**src/rtl/sdcm_pkg.sv**
```systemverilog
// rtl/sdcm_pkg.sv - shared types and constants for the SD-card read responder
package sdcm_pkg;

    // Peripheral bus addresses of the data/command and status registers.
    localparam logic [7:0] SDCM_DADDR     = 8'h40;
    localparam logic [7:0] SDCM_SADDR     = 8'h41;

    // Command bytes written to the data/command register.
    localparam logic [7:0] SDCM_CMD_OPEN  = 8'h01;
    localparam logic [7:0] SDCM_CMD_FETCH = 8'h02;

    // Status register values.
    localparam logic [7:0] SDCM_ST_BUSY   = 8'h00;
    localparam logic [7:0] SDCM_ST_RDY    = 8'h01;
    localparam logic [7:0] SDCM_ST_ERR    = 8'h02;

    // Bytes per SD block.
    localparam int unsigned SDCM_BLK_LEN  = 512;

    typedef enum logic [2:0] {
        ST_IDLE,
        ST_ADDR,
        ST_OPEN,
        ST_READY,
        ST_FETCH,
        ST_ERR
    } sdcm_state_t;

    function automatic logic [7:0] sdcm_status(input sdcm_state_t s);
        case (s)
            ST_IDLE, ST_READY: sdcm_status = SDCM_ST_RDY;
            ST_ERR:            sdcm_status = SDCM_ST_ERR;
            default:           sdcm_status = SDCM_ST_BUSY;
        endcase
    endfunction

endpackage

```
**src/rtl/sdcm_watchdog.sv**
```systemverilog
// rtl/sdcm_watchdog.sv - backend watchdog counter with clear, enable and terminal-count flag
//
// Ports:
//   clk    in   clock
//   rst_n  in   synchronous active-low reset
//   clr    in   restart the count from zero
//   en     in   count while high; count is held at zero while low
//   tc     out  high while enabled and the count equals LIMIT-1
module sdcm_watchdog #(
    parameter logic [23:0] LIMIT = 24'd5_000_000
) (
    input  logic clk,
    input  logic rst_n,
    input  logic clr,
    input  logic en,
    output logic tc
);

    logic [23:0] cnt_q;

    always_ff @(posedge clk) begin
        if (!rst_n || clr || !en) begin
            cnt_q <= 24'd0;
        end else begin
            cnt_q <= cnt_q + 24'd1;
        end
    end

    assign tc = en && (cnt_q == LIMIT - 24'd1);

endmodule

```
**src/rtl/sdcm_regif.sv**
```systemverilog
// rtl/sdcm_regif.sv - CPU register responder driving the SD block-read handshake
//
// Optional feature: define SDCM_TIMEOUT_EN to add a watchdog that forces ERR
// (with a blk_abort pulse) when OPEN or FETCH lasts TIMEOUT_CYC cycles.
//
// Ports:
//   clk        in   sole clock, rising edge
//   rst_n      in   synchronous active-low reset (engine shares it)
//   bus_addr   in   peripheral address
//   bus_wdata  in   write data
//   bus_we     in   write strobe
//   bus_rdata  out  read data (status at SADDR, last byte at DADDR, else 0)
//   blk_addr   out  latched 32-bit block address, first written byte is LSB
//   blk_start  out  one-cycle pulse opening a block
//   blk_abort  out  one-cycle pulse dropping an open block
//   blk_rdy    in   engine: block opened
//   byte_req   out  one-cycle pulse requesting the next byte
//   byte_vld   in   engine: byte_data valid
//   byte_data  in   fetched byte
//   blk_err    in   engine error level
module sdcm_regif
    import sdcm_pkg::*;
#(
    parameter logic [7:0]  DADDR       = SDCM_DADDR,
    parameter logic [7:0]  SADDR       = SDCM_SADDR,
    parameter logic [23:0] TIMEOUT_CYC = 24'd5_000_000
) (
    input  logic        clk,
    input  logic        rst_n,
    input  logic [7:0]  bus_addr,
    input  logic [7:0]  bus_wdata,
    input  logic        bus_we,
    output logic [7:0]  bus_rdata,
    output logic [31:0] blk_addr,
    output logic        blk_start,
    output logic        blk_abort,
    input  logic        blk_rdy,
    output logic        byte_req,
    input  logic        byte_vld,
    input  logic [7:0]  byte_data,
    input  logic        blk_err
);

    localparam logic [8:0] LAST_BYTE = 9'(SDCM_BLK_LEN - 1);

    sdcm_state_t state_q, state_d;
    logic [1:0]  addr_cnt;
    logic [8:0]  byte_cnt;
    logic [7:0]  data_q;

    logic data_wr;
    logic is_open, is_fetch;
    logic start_d, abort_d, req_d;
    logic addr_we, data_we;
    logic wd_tc;

    assign data_wr  = bus_we && (bus_addr == DADDR);
    assign is_open  = data_wr && (bus_wdata == SDCM_CMD_OPEN);
    assign is_fetch = data_wr && (bus_wdata == SDCM_CMD_FETCH);

`ifdef SDCM_TIMEOUT_EN
    logic wd_en, wd_clr;

    // Counts only while waiting on the engine; any state change restarts it.
    assign wd_en  = (state_q == ST_OPEN) || (state_q == ST_FETCH);
    assign wd_clr = (state_d != state_q);

    sdcm_watchdog #(
        .LIMIT (TIMEOUT_CYC)
    ) u_watchdog (
        .clk   (clk),
        .rst_n (rst_n),
        .clr   (wd_clr),
        .en    (wd_en),
        .tc    (wd_tc)
    );
`else
    assign wd_tc = 1'b0;
`endif

    always_comb begin
        state_d = state_q;
        start_d = 1'b0;
        abort_d = 1'b0;
        req_d   = 1'b0;
        addr_we = 1'b0;
        data_we = 1'b0;

        // Errors pre-empt every other event outside IDLE, including a
        // byte_vld in the same cycle, so that byte is never latched.
        if (state_q != ST_IDLE && (blk_err || wd_tc)) begin
            state_d = ST_ERR;
            abort_d = wd_tc;
        end else begin
            case (state_q)
                ST_IDLE: begin
                    if (is_open) state_d = ST_ADDR;
                end
                ST_ADDR: begin
                    // Every data write here is an address byte, command codes included.
                    if (data_wr) begin
                        addr_we = 1'b1;
                        if (addr_cnt == 2'd3) begin
                            state_d = ST_OPEN;
                            start_d = 1'b1;
                        end
                    end
                end
                ST_OPEN: begin
                    if (blk_rdy) state_d = ST_READY;
                end
                ST_READY: begin
                    if (is_open) begin
                        state_d = ST_ADDR;
                        abort_d = 1'b1;
                    end else if (is_fetch) begin
                        state_d = ST_FETCH;
                        req_d   = 1'b1;
                    end
                end
                ST_FETCH: begin
                    if (byte_vld) begin
                        data_we = 1'b1;
                        state_d = (byte_cnt == LAST_BYTE) ? ST_IDLE : ST_READY;
                    end
                end
                ST_ERR: begin
                    if (is_open) begin
                        state_d = ST_ADDR;
                        abort_d = 1'b1;
                    end
                end
                default: state_d = ST_IDLE;
            endcase
        end
    end

    always_ff @(posedge clk) begin
        if (!rst_n) begin
            state_q   <= ST_IDLE;
            addr_cnt  <= 2'd0;
            byte_cnt  <= 9'd0;
            data_q    <= 8'h00;
            blk_addr  <= 32'h0;
            blk_start <= 1'b0;
            blk_abort <= 1'b0;
            byte_req  <= 1'b0;
        end else begin
            state_q   <= state_d;
            blk_start <= start_d;
            blk_abort <= abort_d;
            byte_req  <= req_d;

            if (state_d == ST_ADDR && state_q != ST_ADDR) begin
                addr_cnt <= 2'd0;
            end else if (addr_we) begin
                addr_cnt <= addr_cnt + 2'd1;
            end

            if (addr_we) begin
                blk_addr[8*addr_cnt +: 8] <= bus_wdata;
            end

            if (state_q == ST_OPEN && state_d == ST_READY) begin
                byte_cnt <= 9'd0;
            end else if (data_we) begin
                byte_cnt <= byte_cnt + 9'd1;
            end

            if (data_we) begin
                data_q <= byte_data;
            end
        end
    end

    always_comb begin
        bus_rdata = 8'h00;
        if (bus_addr == SADDR) begin
            bus_rdata = sdcm_status(state_q);
        end else if (bus_addr == DADDR) begin
            bus_rdata = data_q;
        end
    end

endmodule
```
**config.mk**
```make
export PLATFORM = sky130hd
export DESIGN_NAME = sdcm_regif
export DESIGN_NICKNAME = d
export VERILOG_FILES = /design/src/rtl/sdcm_pkg.sv /design/src/rtl/sdcm_watchdog.sv /design/src/rtl/sdcm_regif.sv
export SDC_FILE = /design/constraint.sdc
export NUM_CORES = 1
export LEC_CHECK = 0
export CAP_MARGIN = 25
export CORE_ASPECT_RATIO = 2
export CORE_UTILIZATION = 44
export DETAILED_ROUTE_END_ITERATION = 12
export PLACE_DENSITY = 0.84
export SKIP_LAST_GASP = 1
export SLEW_MARGIN = 20
export SYNTH_ARGS = -nofsm -noshare
export SYNTH_HDL_FRONTEND = slang
export SYNTH_HIERARCHICAL = 1
export SYNTH_SLANG_ARGS = --single-unit
```
**constraint.sdc**
```tcl
create_clock -name clk -period 2.3 [get_ports clk]
set_input_delay 0.23 -clock clk [delete_from_list [all_inputs] [get_ports clk]]
set_output_delay 0.23 -clock clk [all_outputs]
set_load 0.01 [all_outputs]
```
---- After elaboration in Yosys (flattened, before gate mapping) ----
Cells that the tools add are included.
cells by class
  bitwise gates (word level) .............. 5
  mux-type cells .......................... 23
  eq/ne operators ......................... 14
  shifts and indexed selects .............. 2
  reductions and logical operators ........ 16
  add/subtract/negate cells ............... 3
operator list
  operator                                                                  number
  5-bit negation with 34-bit output                                         1
  8-bit by 34-bit variable shift with 32-bit output (first input constant)  1
  8-bit by 34-bit variable part select with 32-bit output                   1
  32-bit bitwise mux                                                        1
  3-bit 2-to-1 mux                                                          8
  8-bit by 7-bit equality test with 1-bit output (second input constant)    2
  8-bit 2-to-1 mux                                                          2
  3-bit one-hot mux with 5 select lines                                     1
  2-bit OR reduction                                                        5
  9-bit by 1-bit adder with 9-bit output (second input constant)            1
  3-bit by 2-bit equality test with 1-bit output (second input constant)    3
  9-bit equality test (second input constant)                               1
  1-bit 2-to-1 mux                                                          9
  8-bit by 1-bit equality test with 1-bit output (second input constant)    1
  8-bit by 2-bit equality test with 1-bit output (second input constant)    1
  4-bit OR reduction                                                        2
  3-bit by 1-bit equality test with 1-bit output (second input constant)    2
  3-bit equality test (second input constant)                               2
  1-bit logical AND                                                         6
  1-bit inverter                                                            5
  2-bit one-hot mux with 2 select lines                                     1
  3-bit zero test                                                           1
  3-bit by 1-bit != test with 1-bit output (second input constant)          1
  3-bit nonzero test                                                        1
  4 further kinds                                                           4
word-level totals
  register bits ........................... 57
  logic and storage cells ................. 71

---- Depth between registers and ports, before layout ----
  word-level depth ........................ 10
  depth in mapped cells ................... 10

---- Worst setup path before layout ----
Ideal clock, no wire load.
  path kind ............................... input to register
  start point ............................. input port bus_addr[5]
  end point ............................... register addr_cnt[1]
  path buffers ............................ 0
  setup time .............................. 0.073 ns
  arrival ................................. 2.215 ns
  stages .................................. 6
  path slack .............................. 0.012 ns
  required time ........................... 2.227 ns
  path through ............................ or4b_4 -> or4_4 -> or4b_4 -> a21oi_2 -> nor3_1 -> nor3b_2
between the ends
  cells in the longest elaborated chain, start to end .. 10
ends and longest elaborated chain
  what                                                line               text
  start, declared                                     sdcm_regif.sv:30   input logic [7:0] bus_addr,
  8-bit by 7-bit equality test with 1-bit output (*)  sdcm_regif.sv:57   assign data_wr = bus_we && (bus_addr == DADDR);
  1-bit logical AND (*)                               sdcm_regif.sv:57
  1-bit logical AND                                   sdcm_regif.sv:59   assign is_fetch = data_wr && (bus_wdata == SDCM_CMD_FETCH);
  3-bit 2-to-1 mux                                    sdcm_regif.sv:116  end else if (is_fetch) begin
  3-bit 2-to-1 mux                                    sdcm_regif.sv:113  if (is_open) begin
  3-bit one-hot mux with 5 select lines               sdcm_regif.sv:95   case (state_q)
  3-bit 2-to-1 mux                                    sdcm_regif.sv:91   if (state_q != ST_IDLE && (blk_err || wd_tc)) begin
  3-bit by 1-bit equality test with 1-bit output      sdcm_regif.sv:154  if (state_d == ST_ADDR && state_q != ST_ADDR) begin
  1-bit logical AND                                   sdcm_regif.sv:154
  2-bit OR reduction (no source line)                 --
  end signal, assigned                                sdcm_regif.sv:157  addr_cnt <= addr_cnt + 2'd1;
  end, declared                                       sdcm_regif.sv:47   logic [1:0] addr_cnt;
Every way passes the cells marked *; elsewhere a longest branch is shown, timed or not.
A chain may end at the register's enable or synchronous reset.

---- Worst setup path after layout ----
  start point ............................. input port bus_addr[7]
  end point ............................... register addr_cnt[1]
The elaborated chain is that of the path after synthesis.

==> impl_metrics.toml <==
[critical_path]
cpMostUsedCell = "or4b_4"
required_ns = 2.56
worstSetupPathType = "input port to flop"
critical_path_depth = 7
critPathBufInv = 1
cp_max_fo = 4
worst_setup_path_end_kind = "flop"
cpMaxStageDelayCell = "or4b_4"
start_kind = "input port"
worstPathCellList = "dlygate4sd2_1, or4b_4, or4_4, or4b_4, a21oi_4, nor3_4, nor3b_2"
crit_arrival_ns = 2.50
worstRegToRegCells = 11
cp_slowest_stage_delay_ns = 0.55
cp_top_family = "simple AND/OR/NAND/NOR gates"

[routing]
drt-initial-drc-count = 116
vias = 2840
drc = 0
drtPass1Iterations = 4
wl_per_cell_um = 15.50
drt-vias-per-instance = 5.483
drtAntennaViolNets = 0
wl_um = 8029

[synthesis]
syn_avg_cell_area_um2 = 8.446
yosysMostFrequentCell = "nand2_1"
synthFlopType = "dfxtp_1"
synth_compound_area_share_pct = 15.80
yosysSeqAreaShare_pct = 40.70
synth_top_cell_area_share_pct = 40.70
ys_ff_latch = 57
synth_commonest_cells = "nand2_1 (67), dfxtp_1 (57), a21boi_0 (33), nand4_1 (27), nor2_1 (16)"
yosysUniqueCellTypes = 42
yosys-top-cells-area = "dfxtp_1 (41%), nand2_1 (9.0%), a21boi_0 (8.8%)"
synth-adder-area-share_pct = 3.570
synthXorXnorAreaFrac_pct = 2.499
synth_top_cell_by_area = "dfxtp_1"
netlist_area_um2 = 2804
synthSimpleGateAreaFrac_pct = 33.91
synth_enable_flop_cells = 0
syn-num-nets = 370
synthCells = 332
yosys_warnings = 6
synthArstFlopShare_pct = 0
yosys-mux-area-fraction_pct = 0.3570
synth_top_family_by_area = "simple AND/OR/NAND/NOR gates"

[clock_network]
root_buffer = "clkbuf_16"
cts_tree = "built"
cts_sinks = 57
cts_made_buffers = 9
cts_buffer_depth = 2
clk_latency_ns = 0.33
ctsHoldBuffers = 0
htreeDepth = 3
path_clk_slew_ns = 0.05

[sta]
clock_skew_ns = 0.007062
rsz0062_at_grt = "true"
hold_viol = 0
finalWorstSetupSlack_ns = 0.05357
setup_tns_ns = 0
fmax_mhz = 445.2
worst_pin_slew_ns = 0.6271
setup-violations-final = 0
fin_crit_ns = 2.246
post-route-period-util_pct = 97.67
slew_headroom_pct = 58.06
slew_violations = 0

[layout]
drive_gt1_share_pct = 15.70
final_core_util_pct = 68.10
fin_nets = 466
syn2layout_area_growth_pct = 47.08
finalInstanceArea_um2 = 4124
fin_cells = 518

[global_routing]
grtUsageTotal_pct = 25.09
grt_pass1_wl_um = 12660
grt_overflow = 0
grt_pass1_vias = 2856
antenna_found_initial = 1
grt_max_degree = 31

[placement]
place_ws_ns = -0.5385
io_buffer_count = 72
place.gp.congestion = 0.8484
dp_hpwl_um = 5825
place_inst = 498
placed_area_um2 = 3782

[outcome]
run_status = "finished, final reports clean"

[floorplanning]
core_um2 = 6056
initial_core_util_pct = 46.30
die_w_um = 58.45
row_count = 40
io_pins = 73
die_y_um = 114.9
die-area_um2 = 6715

[pwr]
peakVddDrop_mv = 0.5302
p_leak_uw = 0.001502
power_density_nw_per_um2 = 568.4

[min_path]
worstHoldPathCells = 4
min_path_type = "input port to flop"

[job]
max-cap-violations = 0
## cells by family after synthesis
family                     after synthesis
adders and majority gates                8
DFF                                     57
xor gates and xnor gates                 8
buffers and inverters                   22
and+or+nand+nor                        176
muxes                                    1
AOI/OAI and AO/OA                       60
## worst register-to-register path, delay by kind of cell, from the launching register on
family / cells / cell delay (ns)
AO/OA/AOI/OAI: 2 / 0.45
adder cells (fa/ha/maj): 2 / 0.37
buffers and inverters: 1 / 0.17
flip-flops: 1 / 0.37
AND/OR/NAND/NOR: 6 / 0.76
## layout by cell type (no fill, tap or decap), types with 8 or more instances in the layout
cell type / count
ha_1: 8
nand3_1: 10
dfxtp_1: 57
a21oi_1: 8
clkdlybuf4s50_1: 49
a21boi_0: 33
nand2_1: 67
and2_1: 9
nor2_1: 15
nand4_1: 27
buf_4: 31
dlygate4sd2_1: 9
nand2b_1: 9
clkbuf_16: 9
## through the flow
step	hold WS [ns]	power [uW]
after floorplan	0.3749	1051
after global placement	0.4424	1141
after detailed placement	0.4454	1143
after CTS	0.4563	2353
after global routing	0.3799	2403
final	0.3654	2344
## worst paths after layout
check / startpoint / endpoint / slack (ns)
worst min register to register: blk_addr[31] / blk_addr[31] / 0.45
worst max register to register: byte_cnt[0] / addr_cnt[1] / 0.12
worst max-delay path: bus_addr[7] / addr_cnt[1] / 0.05
worst min-delay path: bus_wdata[7] / blk_addr[31] / 0.37
## routing by layer
| layer | track usage [%] | part of all wire (%) |
|---|---|---|
| met1 | 24.46 | 36 |
| met2 | 45.21 | 54 |
| met3 | 6.299 | 5.3 |
| met4 | 16.35 | 4.6 |
| met5 | 0 | 0 |
## power by group
group	switching (uW)	total, uW	internal, uW
logic	58.7	131	72.7
registers	0.00227	989	989
clock network	443	1220	780
total	502	2340	1840
## state kept, by name, indices dropped and copies added, names as in the netlist
register	cells
byte_cnt	9
data_q	8
byte_req	1
addr_cnt	2
state_q	3
blk_addr	32
blk_start	1
blk_abort	1
## what timing repair did
action	in CTS	in global routing
buffers inserted	2	1
endpoints found under the setup margin	38	12
resized for setup	34	12
pin swaps	9	10
## layout make-up
| type | count | area (um2) |
|---|---|---|
| Multi-Input combinational cell | 253 | 1625 |
| Clock buffer | 13 | 260.3 |
| Sequential cell | 57 | 1141 |
| Inverter | 3 | 11.26 |
| Antenna cell | 1 | 2.502 |
| Timing Repair Buffer | 104 | 963.4 |
| Clock inverter | 3 | 15.01 |
| Fill cell | 495 | 1932 |
| Tap cell | 84 | 105.1 |
(Power assumes the default switching activity.)
